[config.mk]
export PLATFORM = sky130hd
export DESIGN_NAME = port_arbiter
export DESIGN_NICKNAME = d
export VERILOG_FILES = /design/src/rtl/port_arbiter.sv
export SDC_FILE = /design/constraint.sdc
export NUM_CORES = 1
export LEC_CHECK = 0
export ABC_AREA = 1
export BUFFER_PORTS_ARGS = -buffer_cell sky130_fd_sc_hd__buf_2
export CORE_ASPECT_RATIO = 0.6
export CORE_MARGIN = 4
export CORE_UTILIZATION = 31
export DETAILED_ROUTE_END_ITERATION = 7
export HOLD_SLACK_MARGIN = 0.06
export PLACE_DENSITY = 0.83
export SLEW_MARGIN = 10
export SYNTH_ARGS = -nofsm -noshare
export SYNTH_HDL_FRONTEND = slang
export SYNTH_SLANG_ARGS = --single-unit
export TNS_END_PERCENT = 30
[constraint.sdc]
create_clock -name i_clk -period 1.7 [get_ports i_clk]
set_input_delay 0.17 -clock i_clk [delete_from_list [all_inputs] [get_ports i_clk]]
set_output_delay 0.17 -clock i_clk [all_outputs]
set_load 0.005 [all_outputs]
[src/rtl/port_arbiter.sv]
// ============================================================================
// Module   : port_arbiter
// Function : 3-way round-robin packet arbiter; grant is held for PktLen flits.
//            Optional per-requester packet counters built only when the
//            ARB_STATS_EN macro is defined (counters read 0 otherwise).
// Revision : 1.0 - initial release
// ============================================================================
`default_nettype none

module port_arbiter #(
    parameter int DataWidth = 32,
    parameter int PktLen    = 4
) (
    input  logic                 i_clk,
    input  logic                 i_reset_n,
    input  logic [DataWidth-1:0] i_data1,
    input  logic [DataWidth-1:0] i_data2,
    input  logic [DataWidth-1:0] i_data3,
    input  logic                 i_data_valid1,
    input  logic                 i_data_valid2,
    input  logic                 i_data_valid3,
    output logic                 o_data_ready1,
    output logic                 o_data_ready2,
    output logic                 o_data_ready3,
    output logic [DataWidth-1:0] o_data,
    output logic                 o_data_valid,
    input  logic                 i_data_ready,
    output logic [2:0]           o_grant,
    output logic [15:0]          o_pkt_count1,
    output logic [15:0]          o_pkt_count2,
    output logic [15:0]          o_pkt_count3
);

    typedef enum logic {
        IDLE   = 1'b0,
        LOCKED = 1'b1
    } state_t;

    localparam logic [7:0] LAST_BEAT = 8'(PktLen - 1);

    state_t      state;
    logic [1:0]  ptr;        // last served requester, numbered 1..3
    logic [2:0]  grant;
    logic [7:0]  beat;
    logic [2:0]  winner;
    logic [1:0]  grant_num;
    logic        locked;
    logic        xfer;
    logic        last_xfer;

    assign locked    = (state == LOCKED);
    assign xfer      = o_data_valid & i_data_ready;
    assign last_xfer = xfer && (beat == LAST_BEAT);
    assign grant_num = grant[0] ? 2'd1 : (grant[1] ? 2'd2 : 2'd3);
    assign o_grant   = grant;

    // Round-robin search starts just after the last served requester.
    always_comb begin
        winner = 3'b000;
        case (ptr)
            2'd1: begin
                if      (i_data_valid2) winner = 3'b010;
                else if (i_data_valid3) winner = 3'b100;
                else if (i_data_valid1) winner = 3'b001;
            end
            2'd2: begin
                if      (i_data_valid3) winner = 3'b100;
                else if (i_data_valid1) winner = 3'b001;
                else if (i_data_valid2) winner = 3'b010;
            end
            default: begin
                if      (i_data_valid1) winner = 3'b001;
                else if (i_data_valid2) winner = 3'b010;
                else if (i_data_valid3) winner = 3'b100;
            end
        endcase
    end

    always_comb begin
        o_data       = '0;
        o_data_valid = 1'b0;
        if (locked) begin
            if (grant[0]) begin
                o_data       = i_data1;
                o_data_valid = i_data_valid1;
            end else if (grant[1]) begin
                o_data       = i_data2;
                o_data_valid = i_data_valid2;
            end else if (grant[2]) begin
                o_data       = i_data3;
                o_data_valid = i_data_valid3;
            end
        end
    end

    assign o_data_ready1 = locked & grant[0] & i_data_ready;
    assign o_data_ready2 = locked & grant[1] & i_data_ready;
    assign o_data_ready3 = locked & grant[2] & i_data_ready;

    always_ff @(posedge i_clk or negedge i_reset_n) begin
        if (!i_reset_n) begin
            state <= IDLE;
            ptr   <= 2'd3;
            grant <= 3'b000;
            beat  <= 8'd0;
        end else begin
            case (state)
                IDLE: begin
                    if (|winner) begin
                        state <= LOCKED;
                        grant <= winner;
                        beat  <= 8'd0;
                    end
                end
                LOCKED: begin
                    if (xfer) begin
                        if (beat == LAST_BEAT) begin
                            state <= IDLE;
                            grant <= 3'b000;
                            ptr   <= grant_num;
                            beat  <= 8'd0;
                        end else begin
                            beat <= beat + 8'd1;
                        end
                    end
                end
                default: state <= IDLE;
            endcase
        end
    end

`ifdef ARB_STATS_EN
    logic [15:0] pkt_count1;
    logic [15:0] pkt_count2;
    logic [15:0] pkt_count3;

    always_ff @(posedge i_clk or negedge i_reset_n) begin
        if (!i_reset_n) begin
            pkt_count1 <= 16'd0;
            pkt_count2 <= 16'd0;
            pkt_count3 <= 16'd0;
        end else if (last_xfer) begin
            if (grant[0]) pkt_count1 <= pkt_count1 + 16'd1;
            if (grant[1]) pkt_count2 <= pkt_count2 + 16'd1;
            if (grant[2]) pkt_count3 <= pkt_count3 + 16'd1;
        end
    end

    assign o_pkt_count1 = pkt_count1;
    assign o_pkt_count2 = pkt_count2;
    assign o_pkt_count3 = pkt_count3;
`else
    logic unused_last_xfer;
    assign unused_last_xfer = last_xfer;
    assign o_pkt_count1     = 16'd0;
    assign o_pkt_count2     = 16'd0;
    assign o_pkt_count3     = 16'd0;
`endif

endmodule

`default_nettype wire

==> results of run 1 <==
## power groups by stage
| stage | Clock (W) | Combinational, W | Sequential (W) |
|---|---|---|---|
| 6_report | 0.000335 | 0.000176 | 0.000333 |
| 5_1_grt | 0.000352 | 0.000198 | 0.000333 |
| 4_1_cts | 0.000333 | 0.000162 | 0.000333 |
| 3_5_place_dp | 0 | 0.000158 | 0.000339 |
| 3_3_place_gp | 0 | 0.000157 | 0.000339 |
| 2_1_floorplan | 0 | 0.000115 | 0.000339 |
## synthesized netlist by cell type, types with 3 or more instances
master	n
buf_4	48
a21oi_1	66
o21ai_0	35
dfrtp_1	12
nor2_1	12
nand2_1	70
buf_2	7
nand4_1	3
inv_1	15
ha_1	3
clkbuf_1	10
nand3_1	22
## flip-flops by register name, indices dropped and copies added (netlist names)
| register | cells |
|---|---|
| locked | 1 |
| beat | 8 |
| ptr | 2 |
| o_grant | 3 |
## tightest hold or removal path, delay by kind of cell
family                 cells  cell delay [ns]
buffers and inverters      1             0.13
AND/OR/NAND/NOR            2             0.16
## repair_timing
item | in CTS | in global routing
gates cloned | 1 | 1
gates resized for setup | 7 | 15
hold buffers | 1 | 0
endpoints found under the setup margin | 11 | 27
endpoints found under the hold margin | 12 | 0
buffers inserted | 1 | 3
pin swaps | 5 | 6
## area by class of cell
type	instances	area share (%)
multi-input combinational	274	48.1
timing repair buffer	156	31.0
sequential	14	12.6
tap	84	3.71
inverter	19	2.65
clock buffer	4	1.94
## through the flow
stage	utilization [%]	hold WS (ns)
CTS	44.2	0.223
detailed placement	42.5	0.0859
global route	45.7	0.264
floorplan	-	-0.126
global placement	42.5	0.0795
finish	45.7	0.239
## routing by layer
| metal | up-vias | track usage (%) | wire length (um) |
|---|---|---|---|
| met1 | 1125 | 20.8 | 3040 |
| met4 | 0 | 3.51 | 42 |
| li1 | 1268 | - | - |
| met2 | 116 | 25.9 | 3390 |
| met5 | - | 0 | 0 |
| met3 | 4 | 1.73 | 632 |
## worst paths after layout
| path | end | cells past startpoint |
|---|---|---|
| hold / removal | o_grant[0]$_DFFE_PN0P_ | 3 |
| max in group asynchronous | ptr[1]$_DFFE_PN1P_ | 2 |
| setup / recovery | beat[3]$_DFFE_PN0P_ | 11 |
| setup reg to reg | beat[3]$_DFFE_PN0P_ | 11 |
| hold reg to reg | beat[1]$_DFFE_PN0P_ | 2 |
| min in group asynchronous | beat[0]$_DFFE_PN0P_ | 2 |
## logic make-up (layout without fill, tap and decap cells)
group	Yosys count	after routing	synth area share, %
AND/OR/NAND/NOR	116	117	25.9
AO/OA/AOI/OAI	102	102	25.6
buffers and inverters	87	179	27.1
flip-flops	14	14	17.6
XOR/XNOR	4	4	1.75
adder cells (fa/ha/maj)	3	3	1.87
other	1	48	0.187
==> key figures, run 1 <==
Power and ir drop
  – Pwr Total: 0.000844 W
  – Sw Ratio: 25.4%
  – P_sw: 0.000215 W
  – Sequential Power Share: 39.5%
  – Logic pwr share: 20.8%
  – Cell Pwr Density: 298 nW/um2
  – Peak VDD IR: 181 uV
  – Internal cell power: 0.000630 W
  – Clock power frac: 39.7%
  – Static leakage: 1.60 nW

Floorplan
  – Die Width: 112 um
  – Die height: 70.3 um
  – # IOs: 189
  – Number of core rows: 22
  – Initial Util: 32.4%
  – CORE AREA: 6190 um2
  – Die area: 7870 um2

Job
  – MaxCap Viol Count: 0

Clock network
  – H-tree levels: 1
  – CTS tree: done
  – Clk slew on worst S/H paths: 0.06 ns
  – Clock root cell: clkbuf_8
  – Total clock sinks: 14
  – Max clock buf depth: 2
  – Total CTS buffers: 3
  – Clk_lat worst skew: 0.25 ns

Hold path
  – Hold Crit Class: primary input to register
  – Worst hold start: i_data_valid1

Place
  – DP Cell Count: 540
  – Worst slack, placed: -0.0937 ns
  – DP HPWL: 5450 um
  – GP Congestion: 0.868
  – Area after DPL: 2630 um2
  – I/O Buffers: 140

Setup path
  – Critical R2R Launch: ptr[0]$_DFFE_PN1P_
  – Register-to-register setup slack: 0.02 ns
  – Slowest cell on the critical path: dfstp_2
  – Crit path largest cell delay: 0.55 ns
  – Top cell family by delay on the critical path: simple AND/OR/NAND/NOR gates
  – CP bufs+invs: 2
  – Crit. End Element: register
  – Cell Chain, Critical Path: inv_2 -> ha_4 -> inv_4 -> nand2_2 -> nand3_2 -> nand2_2 -> nand3_4 -> nand2_4 -> nand2_4 -> nand2_1 -> nand2_1
  – Crit path max fanout: 6
  – WS Path Type: register to register
  – WP data arrival: 1.82 ns
  – CP Data Required Time: 1.84 ns
  – Crit path launch type: register
  – Setup crit start: ptr[0]$_DFFE_PN1P_

Layout
  – Non-Filler Instances: 551
  – N_diodes: 0
  – Share of post-route cells with drive strength above 1: 40.9%
  – Area of the multi-input gates: 1360 um2
  – Syn-to-layout area delta: 41.1%
  – Commonest cells after routing, fill and taps aside: buf_2 (140), a21oi_1 (64), nand2_1 (63)
  – Final Instance Area: 2830 um2
  – Register area: 357 um2
  – Commonest non-fill, non-tap cell in the layout: buf_2
  – Filler cell count: 616
  – Final #Nets: 573

Yosys
  – Cell taking the most area after synthesis: buf_4
  – Avg Inst Size Synth: 6.14 um2
  – Post-synthesis cell count: 327
  – Register bit total from synthesis: 14
  – Post-synth EDFFs: 0
  – Synthesized area: 2010 um2
  – Post-synth top flop: dfrtp_1
  – Seq/Total Area, Yosys: 17.6%
  – Synth area leaders: buf_4 (18%), a21oi_1 (16%), dfrtp_1 (15%)
  – YS warnings: 0
  – Synth top area share: 18.0%
  – Ys async rst share: 100%
  – Netlist cell types: 29

Timing
  – Final worst setup slack: 0.0183 ns
  – Clock skew: 0.00107 ns
  – Fin crit share: 98.9%
  – RSZ-0062 raised after global routing: yes
  – Final Slew Violations: 0
  – Min cycle time layout: 1.68 ns
  – Setup violators final: 0
  – Fmax: 0.595 GHz
  – Final Hold Fails: 0
  – Setup TNS: 0 ns

Route
  – Routed Antenna Nets: 0
  – Routed vias: 2513
  – Drt pass-1 iters: 4
  – Number of DRC markers in iteration 0: 164
  – Routed len/inst: 12.9 um
  – # DRC: 0
  – DRT Wirelength: 7110 um
  – DR vias/cell: 4.56

Global routing
  – GRT Total Usage: 15.3%
  – Initial antenna violation count: 0
  – Overflow after GRT: 0
  – Vias in the first global route: 2337
  – First-pass GRT wire length: 10500 um
  – Largest net degree at the start of global routing: 35

Status
  – Status: complete, no violations
(Power assumes the default switching activity.)
==> run 2: changes to the inputs <==
==> constraint.sdc (replaced) <==
create_clock -name i_clk -period 1.4 [get_ports i_clk]
set_input_delay 0.14 -clock i_clk [delete_from_list [all_inputs] [get_ports i_clk]]
set_output_delay 0.14 -clock i_clk [all_outputs]
set_load 0.005 [all_outputs]
==> run 2 against run 1 <==
  * Clock-buffer cell count unchanged
  * Sequential share of layout area decreased by 1.7 points
  * Global-route usage increased by 3.8 points
  * Total power increased by 16%
  * Largest power group is now registers
  * The run now ends with negative setup slack left
  * Critical path depth unchanged
==> key figures, run 2 (same netlist as run 1, synthesis figures left out) <==
Status
  – Status: finished with violations
  – Failing checks: negative setup slack

Floorplan
  – # IOs: 189 (unchanged)
  – Die area: 7870 um2 (unchanged)
  – Initial Util: 32.4% (unchanged)
  – Number of core rows: 22 (unchanged)
  – Die height: 70.3 um (unchanged)
  – CORE AREA: 6190 um2 (unchanged)
  – Die Width: 112 um (unchanged)

Layout
  – Commonest cells after routing, fill and taps aside: buf_2 (140), nand2_1 (54), conb_1 (48)
  – Commonest non-fill, non-tap cell in the layout: buf_2
  – Largest Register: beat
  – Share of post-route cells with drive strength above 1: 50.7% (+9.8 points)
  – N_diodes: 0 (unchanged)
  – Final #Nets: 587 (+2.4%)
  – Final Instance Area: 3250 um2 (+15%)
  – Syn-to-layout area delta: 61.9%
  – Largest register FFs: 8 (unchanged)

Route
  – Routed vias: 2804 (+12%)
  – Routed Antenna Nets: 0 (unchanged)
  – DR vias/cell: 4.96 (+8.8%)
  – DRT Wirelength: 8960 um (+26%)
  – # DRC: 0 (unchanged)
  – Routed len/inst: 15.9 um (+23%)
  – Drt pass-1 iters: 5 (+1)
  – Number of DRC markers in iteration 0: 256 (+56%)

Setup path
  – WP data arrival: 1.82 ns (about the same)
  – Reg2reg path depth: 11 (unchanged)
  – Crit path launch type: register
  – Setup crit start: ptr[0]$_DFFE_PN1P_
  – Crit path max fanout: 6 (unchanged)
  – Worst R2R End: beat[6]$_DFFE_PN0P_
  – Register-to-register setup slack: -0.28 ns (-0.30 ns)
  – WS Path Type: register to register
  – CP Data Required Time: 1.54 ns (-0.30 ns)
  – Crit. End Element: register
  – Critical R2R Launch: ptr[0]$_DFFE_PN1P_

Timing
  – Final Slew Violations: 0 (unchanged)
  – Min cycle time layout: 1.68 ns (+0.00124 ns)
  – Fin crit share: 120% (+21 points)
  – Fmax: 0.594 GHz (about the same)
  – Worst Hold Margin: 0.211 ns (-0.0280 ns)
  – Clock skew: 0.00158 ns (+0.000514 ns)
  – Final Hold Fails: 0 (unchanged)
  – Setup TNS: -6.45 ns (-6.45 ns)
  – Setup violators final: 47 (+47)
  – RSZ-0062 raised after global routing: yes
  – Final worst setup slack: -0.283 ns (-0.301 ns)

Hold path
  – Worst hold start: i_data_valid1
  – WHS Path Cells: 3 (unchanged)
  – Hold Crit Class: primary input to register
  – Hold Crit Endpoint: o_grant[0]$_DFFE_PN0P_

Clock network
  – CTS tree: done
  – Clk slew on worst S/H paths: 0.06 ns (about the same)
  – Total clock sinks: 14 (unchanged)
  – Clk_lat worst skew: 0.25 ns (about the same)
  – Total CTS buffers: 3 (unchanged)
  – Max clock buf depth: 2 (unchanged)
  – Clock root cell: clkbuf_8
  – H-tree levels: 1 (unchanged)

Global routing
  – GRT Total Usage: 19.1% (+3.8 points)
  – Overflow after GRT: 0 (unchanged)
  – Largest net degree at the start of global routing: 30 (-14%)
  – Initial antenna violation count: 0 (unchanged)
  – First-pass GRT wire length: 12500 um (+19%)
  – Vias in the first global route: 2499 (+6.9%)

Power and ir drop
  – Sw Ratio: 26.5% (+1.1 points)
  – Logic pwr share: 23.3% (+2.5 points)
  – Sequential Power Share: 41.5% (+2.0 points)
  – Internal cell power: 0.000716 W (+14%)
  – P_sw: 0.000259 W (+21%)
  – Static leakage: 1.76 nW (+10%)
  – Peak VDD IR: 213 uV (+17%)
  – Clock power frac: 35.2% (-4.5 points)
  – Pwr Total: 0.000975 W (+16%)
  – Cell Pwr Density: 300 nW/um2 (+0.67%)

Place
  – I/O Buffers: 140 (unchanged)
  – Area after DPL: 2660 um2 (+0.95%)
  – GP Congestion: 0.922 (+6.2%)
  – DP HPWL: 5550 um (+1.8%)
  – Worst slack, placed: -0.255 ns (-0.162 ns)

Job
  – MaxCap Viol Count: 0 (unchanged)
run 2: metrics by stage:
stage	cells	utilization (%)
2_1_floorplan	374	-
3_3_place_gp	543	42.9
3_5_place_dp	543	42.9
4_1_cts	561	49.7
5_1_grt	565	52.5
6_report	565	52.5
run 2: power by group through the flow:
stage / Clock [W] / Combinational, W / Sequential (W)
floorplan: 0 / 0.000140 / 0.000412
global placement: 0 / 0.000189 / 0.000412
detailed placement: 0 / 0.000191 / 0.000412
CTS: 0.000352 / 0.000204 / 0.000405
global route: 0.000370 / 0.000252 / 0.000405
finish: 0.000343 / 0.000227 / 0.000405
run 2: what timing repair did:
action | CTS | global route
hold buffers | 1 | 0
pin swaps | 13 | 14
setup buffers | 7 | 4
cloned | 6 | 1
gates resized for setup | 50 | 47
setup endpoints to repair | 44 | 49
endpoints found under the hold margin | 12 | 0
run 2: worst max path at each step:
stage / endpoint / slack [ns] / cells past startpoint
2_1_floorplan: beat[5]$_DFFE_PN0P_ / -0.13 / 11
3_3_place_gp: beat[5]$_DFFE_PN0P_ / -0.21 / 11
3_5_place_dp: beat[2]$_DFFE_PN0P_ / -0.26 / 11
4_1_cts: beat[3]$_DFFE_PN0P_ / -0.23 / 11
5_1_grt: beat[2]$_DFFE_PN0P_ / -0.35 / 10
6_report: beat[6]$_DFFE_PN0P_ / -0.28 / 11
run 2: area by class of cell:
type,instances,area [um2]
fillers,583,2940
flip-flops and latches,14,354
inverters,19,87.6
multi-input cells,274,1550
well taps,84,105
clock buffers,4,45.0
repair buffers,170,1110
run 2: layer usage:
metal  track usage, %  routed length [um]  vias to the layer above
li1                 -                   -                     1306
met1             25.4                3490                     1298
met2             32.2                4360                      180
met3             3.90                 927                       20
met4             3.51                 188                        0
met5                0                   0                        -
run 2: worst max-delay path, stage by stage (launching register included):
cell and delay (ns):
dfstp_2 0.53, inv_2 0.05, ha_4 0.29, inv_4 0.04, nand2_2 0.06, nand3_2 0.07, nand2_2 0.09, nand3_4 0.10
nand2_4 0.13, nand2_4 0.10, nand2_1 0.08, nand2_1 0.04
==> run 3: changes to the inputs <==
--- a/config.mk
+++ b/config.mk
@@ -13,6 +13,8 @@
 export DETAILED_ROUTE_END_ITERATION = 7
 export HOLD_SLACK_MARGIN = 0.06
 export PLACE_DENSITY = 0.83
+export RECOVER_POWER = 100
+export REMOVE_ABC_BUFFERS = 1
 export SLEW_MARGIN = 10
 export SYNTH_ARGS = -nofsm -noshare
 export SYNTH_HDL_FRONTEND = slang
==> run 3 against run 2 <==
  * The flow still finishes with violations (negative setup slack)
  * Hold slack got worse by 0.026 ns
  * Clock skew increased by 0.0020 ns
  * Combinational power increased by 4%
  * Global-route usage decreased by 0.84 points
  * Flip-flop and latch count unchanged
  * Non-clock buffer count increased by 4
  * Clock-buffer cell count unchanged
  * Utilization decreased by 0.24 points
  * Total power increased by 7.1%
  * Wire length decreased by 9.6%
  * Clock power increased by 17%
  * Critical path type unchanged
  * Critical endpoint is now o_grant[1]$_DFFE_PN0P_
  * Largest power group unchanged
==> key figures, run 3 (same netlist as run 1, synthesis figures left out) <==
Clock network
  – Total clock sinks: 14 (unchanged)
  – CTS tree: done
  – Total CTS buffers: 3 (unchanged)
  – Max clock buf depth: 2 (unchanged)
  – Clk slew on worst S/H paths: 0.06 ns (about the same)
  – H-tree levels: 1 (unchanged)
  – Clock root cell: clkbuf_8
  – Clk_lat worst skew: 0.25 ns (about the same)

Timing
  – Setup TNS: -10.04 ns (-3.59 ns)
  – Slew at the pin closest to its max-slew limit: 0.791 ns
  – RSZ-0062 raised after global routing: yes
  – Final worst setup slack: -0.315 ns (-0.0321 ns)
  – Clock skew: 0.00355 ns (+0.00197 ns)
  – Final Slew Violations: 0 (unchanged)
  – Fmax: 0.583 GHz (-1.9%)
  – Worst Hold Margin: 0.185 ns (-0.0262 ns)
  – Final Hold Fails: 0 (unchanged)
  – Slew headroom: 47.2%
  – Setup violators final: 45 (-4.3%)
  – Fin crit share: 123% (+2.3 points)
  – Min cycle time layout: 1.72 ns (+0.0321 ns)

Place
  – I/O Buffers: 140 (unchanged)
  – DP Cell Count: 552 (+1.7%)
  – GP Congestion: 0.856 (-7.1%)
  – DP HPWL: 6090 um (+9.7%)
  – Area after DPL: 2760 um2 (+3.9%)

Power and ir drop
  – Static leakage: 1.75 nW (-0.60%)
  – Peak VDD IR: 211 uV (-0.83%)
  – P_sw: 0.000269 W (+3.8%)
  – Sequential Power Share: 38.8% (-2.7 points)
  – Logic pwr share: 22.7% (-0.6 points)
  – Cell Pwr Density: 323 nW/um2 (+7.6%)
  – Sw Ratio: 25.7% (-0.82 points)
  – Internal cell power: 0.000776 W (+8.3%)
  – Clock power frac: 38.5% (+3.3 points)

Layout
  – Largest Register: beat
  – Commonest cells after routing, fill and taps aside: buf_2 (139), nand2_1 (58), conb_1 (48)
  – Syn-to-layout area delta: 61.2%
  – Final #Nets: 591 (+0.68%)
  – Commonest non-fill, non-tap cell in the layout: buf_2
  – Final Util: 52.2% (-0.24 points)
  – Final Instance Area: 3230 um2 (-0.46%)
  – Largest register FFs: 8 (unchanged)
  – N_diodes: 0 (unchanged)
  – Non-Filler Instances: 569 (+0.71%)
  – Share of post-route cells with drive strength above 1: 50.3% (-0.42 points)

Global routing
  – First-pass GRT wire length: 12200 um (-2.4%)
  – Met3 Use GR: 2.94% (-0.95 points)
  – Overflow after GRT: 0 (unchanged)
  – Vias in the first global route: 2594 (+3.8%)
  – Grt met2 use: 32.5% (+0.33 points)
  – GRT Total Usage: 18.3% (-0.84 points)
  – Met1 Resource Use GR: 23.0% (-2.5 points)
  – Initial antenna violation count: 0 (unchanged)
  – Largest net degree at the start of global routing: 34 (+13%)
  – Most used routing layer: met2

Route
  – # DRC: 0 (unchanged)
  – Routed vias: 2785 (-0.68%)
  – Drt pass-1 iters: 4 (-1)
  – DRT Wirelength: 8100 um (-9.6%)
  – Routed Antenna Nets: 0 (unchanged)
  – Routed len/inst: 14.2 um (-10%)
  – Number of DRC markers in iteration 0: 143 (-44%)
  – DR vias/cell: 4.89 (-1.4%)

Floorplan
  – CORE AREA: 6190 um2 (unchanged)
  – # IOs: 189 (unchanged)
  – Number of core rows: 22 (unchanged)
  – Die area: 7870 um2 (unchanged)
  – Initial Util: 32.4% (unchanged)
  – Die Width: 112 um (unchanged)
  – Die height: 70.3 um (unchanged)

Setup path
  – Critical R2R Launch: ptr[0]$_DFFE_PN1P_
  – Crit. End Element: register
  – CP Data Required Time: 1.59 ns (+0.05 ns)
  – Crit path max fanout: 6 (unchanged)
  – Setup crit start: ptr[0]$_DFFE_PN1P_
  – WP data arrival: 1.90 ns (+0.08 ns)
  – Crit path launch type: register
  – WS Path Type: register to register

Status
  – Failing checks: negative setup slack
  – Status: finished with violations

Hold path
  – Hold Crit Class: primary input to register
  – Worst hold start: i_data_valid1

Job
  – MaxCap Viol Count: 0 (unchanged)
run 3: final timing paths:
path / endpoint / slack, ns / depth (start not counted)
worst min-delay path: o_grant[0]$_DFFE_PN0P_ / 0.19 / 3
worst max-delay path: o_grant[1]$_DFFE_PN0P_ / -0.32 / 11
worst min register to register: beat[7]$_DFFE_PN0P_ / 0.57 / 2
worst max register to register: o_grant[1]$_DFFE_PN0P_ / -0.32 / 11
min in group asynchronous: o_grant[1]$_DFFE_PN0P_ / 0.48 / 2
max in group asynchronous: locked$_DFF_PN0_ / 0.37 / 2
run 3: final cells by class:
type                    count  area, um2
flip-flops and latches     14        354
well taps                  84        105
repair buffers            174       1080
clock buffers               4       55.1
multi-input cells         274       1560
inverters                  19       78.8
fillers                   626       2960
run 3: metal layers:
metal | vias up | share of wire [%]
li1 | 1305 | -
met1 | 1304 | 39
met2 | 160 | 52
met3 | 16 | 7.1
met4 | 0 | 1.7
met5 | - | 0
run 3: power by group through the flow:
stage	logic, W	clock network [W]	registers [W]
after floorplan	0.0000428	0	0.000412
after global placement	0.000189	0	0.000412
after detailed placement	0.000192	0	0.000412
after CTS	0.000221	0.000412	0.000405
after global routing	0.000265	0.000430	0.000405
final	0.000237	0.000403	0.000405
run 3: repair_timing:
action | CTS | global route
gates cloned | 1 | 2
endpoints found under the setup margin | 45 | 51
resized for setup | 36 | 38
setup buffers | 5 | 4
pin swaps | 12 | 14
hold buffers | 1 | 0
endpoints found under the hold margin | 12 | 0
run 3: worst max-delay path: stages, from the launching register on:
cell     delay (ns)
dfstp_2        0.56
inv_2          0.06
ha_4           0.29
inv_4          0.05
nand2_4        0.06
nand3_4        0.07
nand2_4        0.07
nand3_4        0.10
buf_12         0.15
nand2_8        0.08
nand3_2        0.09
nand2_1        0.07
run 3: stage by stage:
step                setup WS [ns]  total power, W
floorplan                  -0.494        0.000455
global placement           -0.288        0.000601
detailed placement         -0.378        0.000605
CTS                        -0.276         0.00104
global route               -0.405         0.00110
finish                     -0.315         0.00104
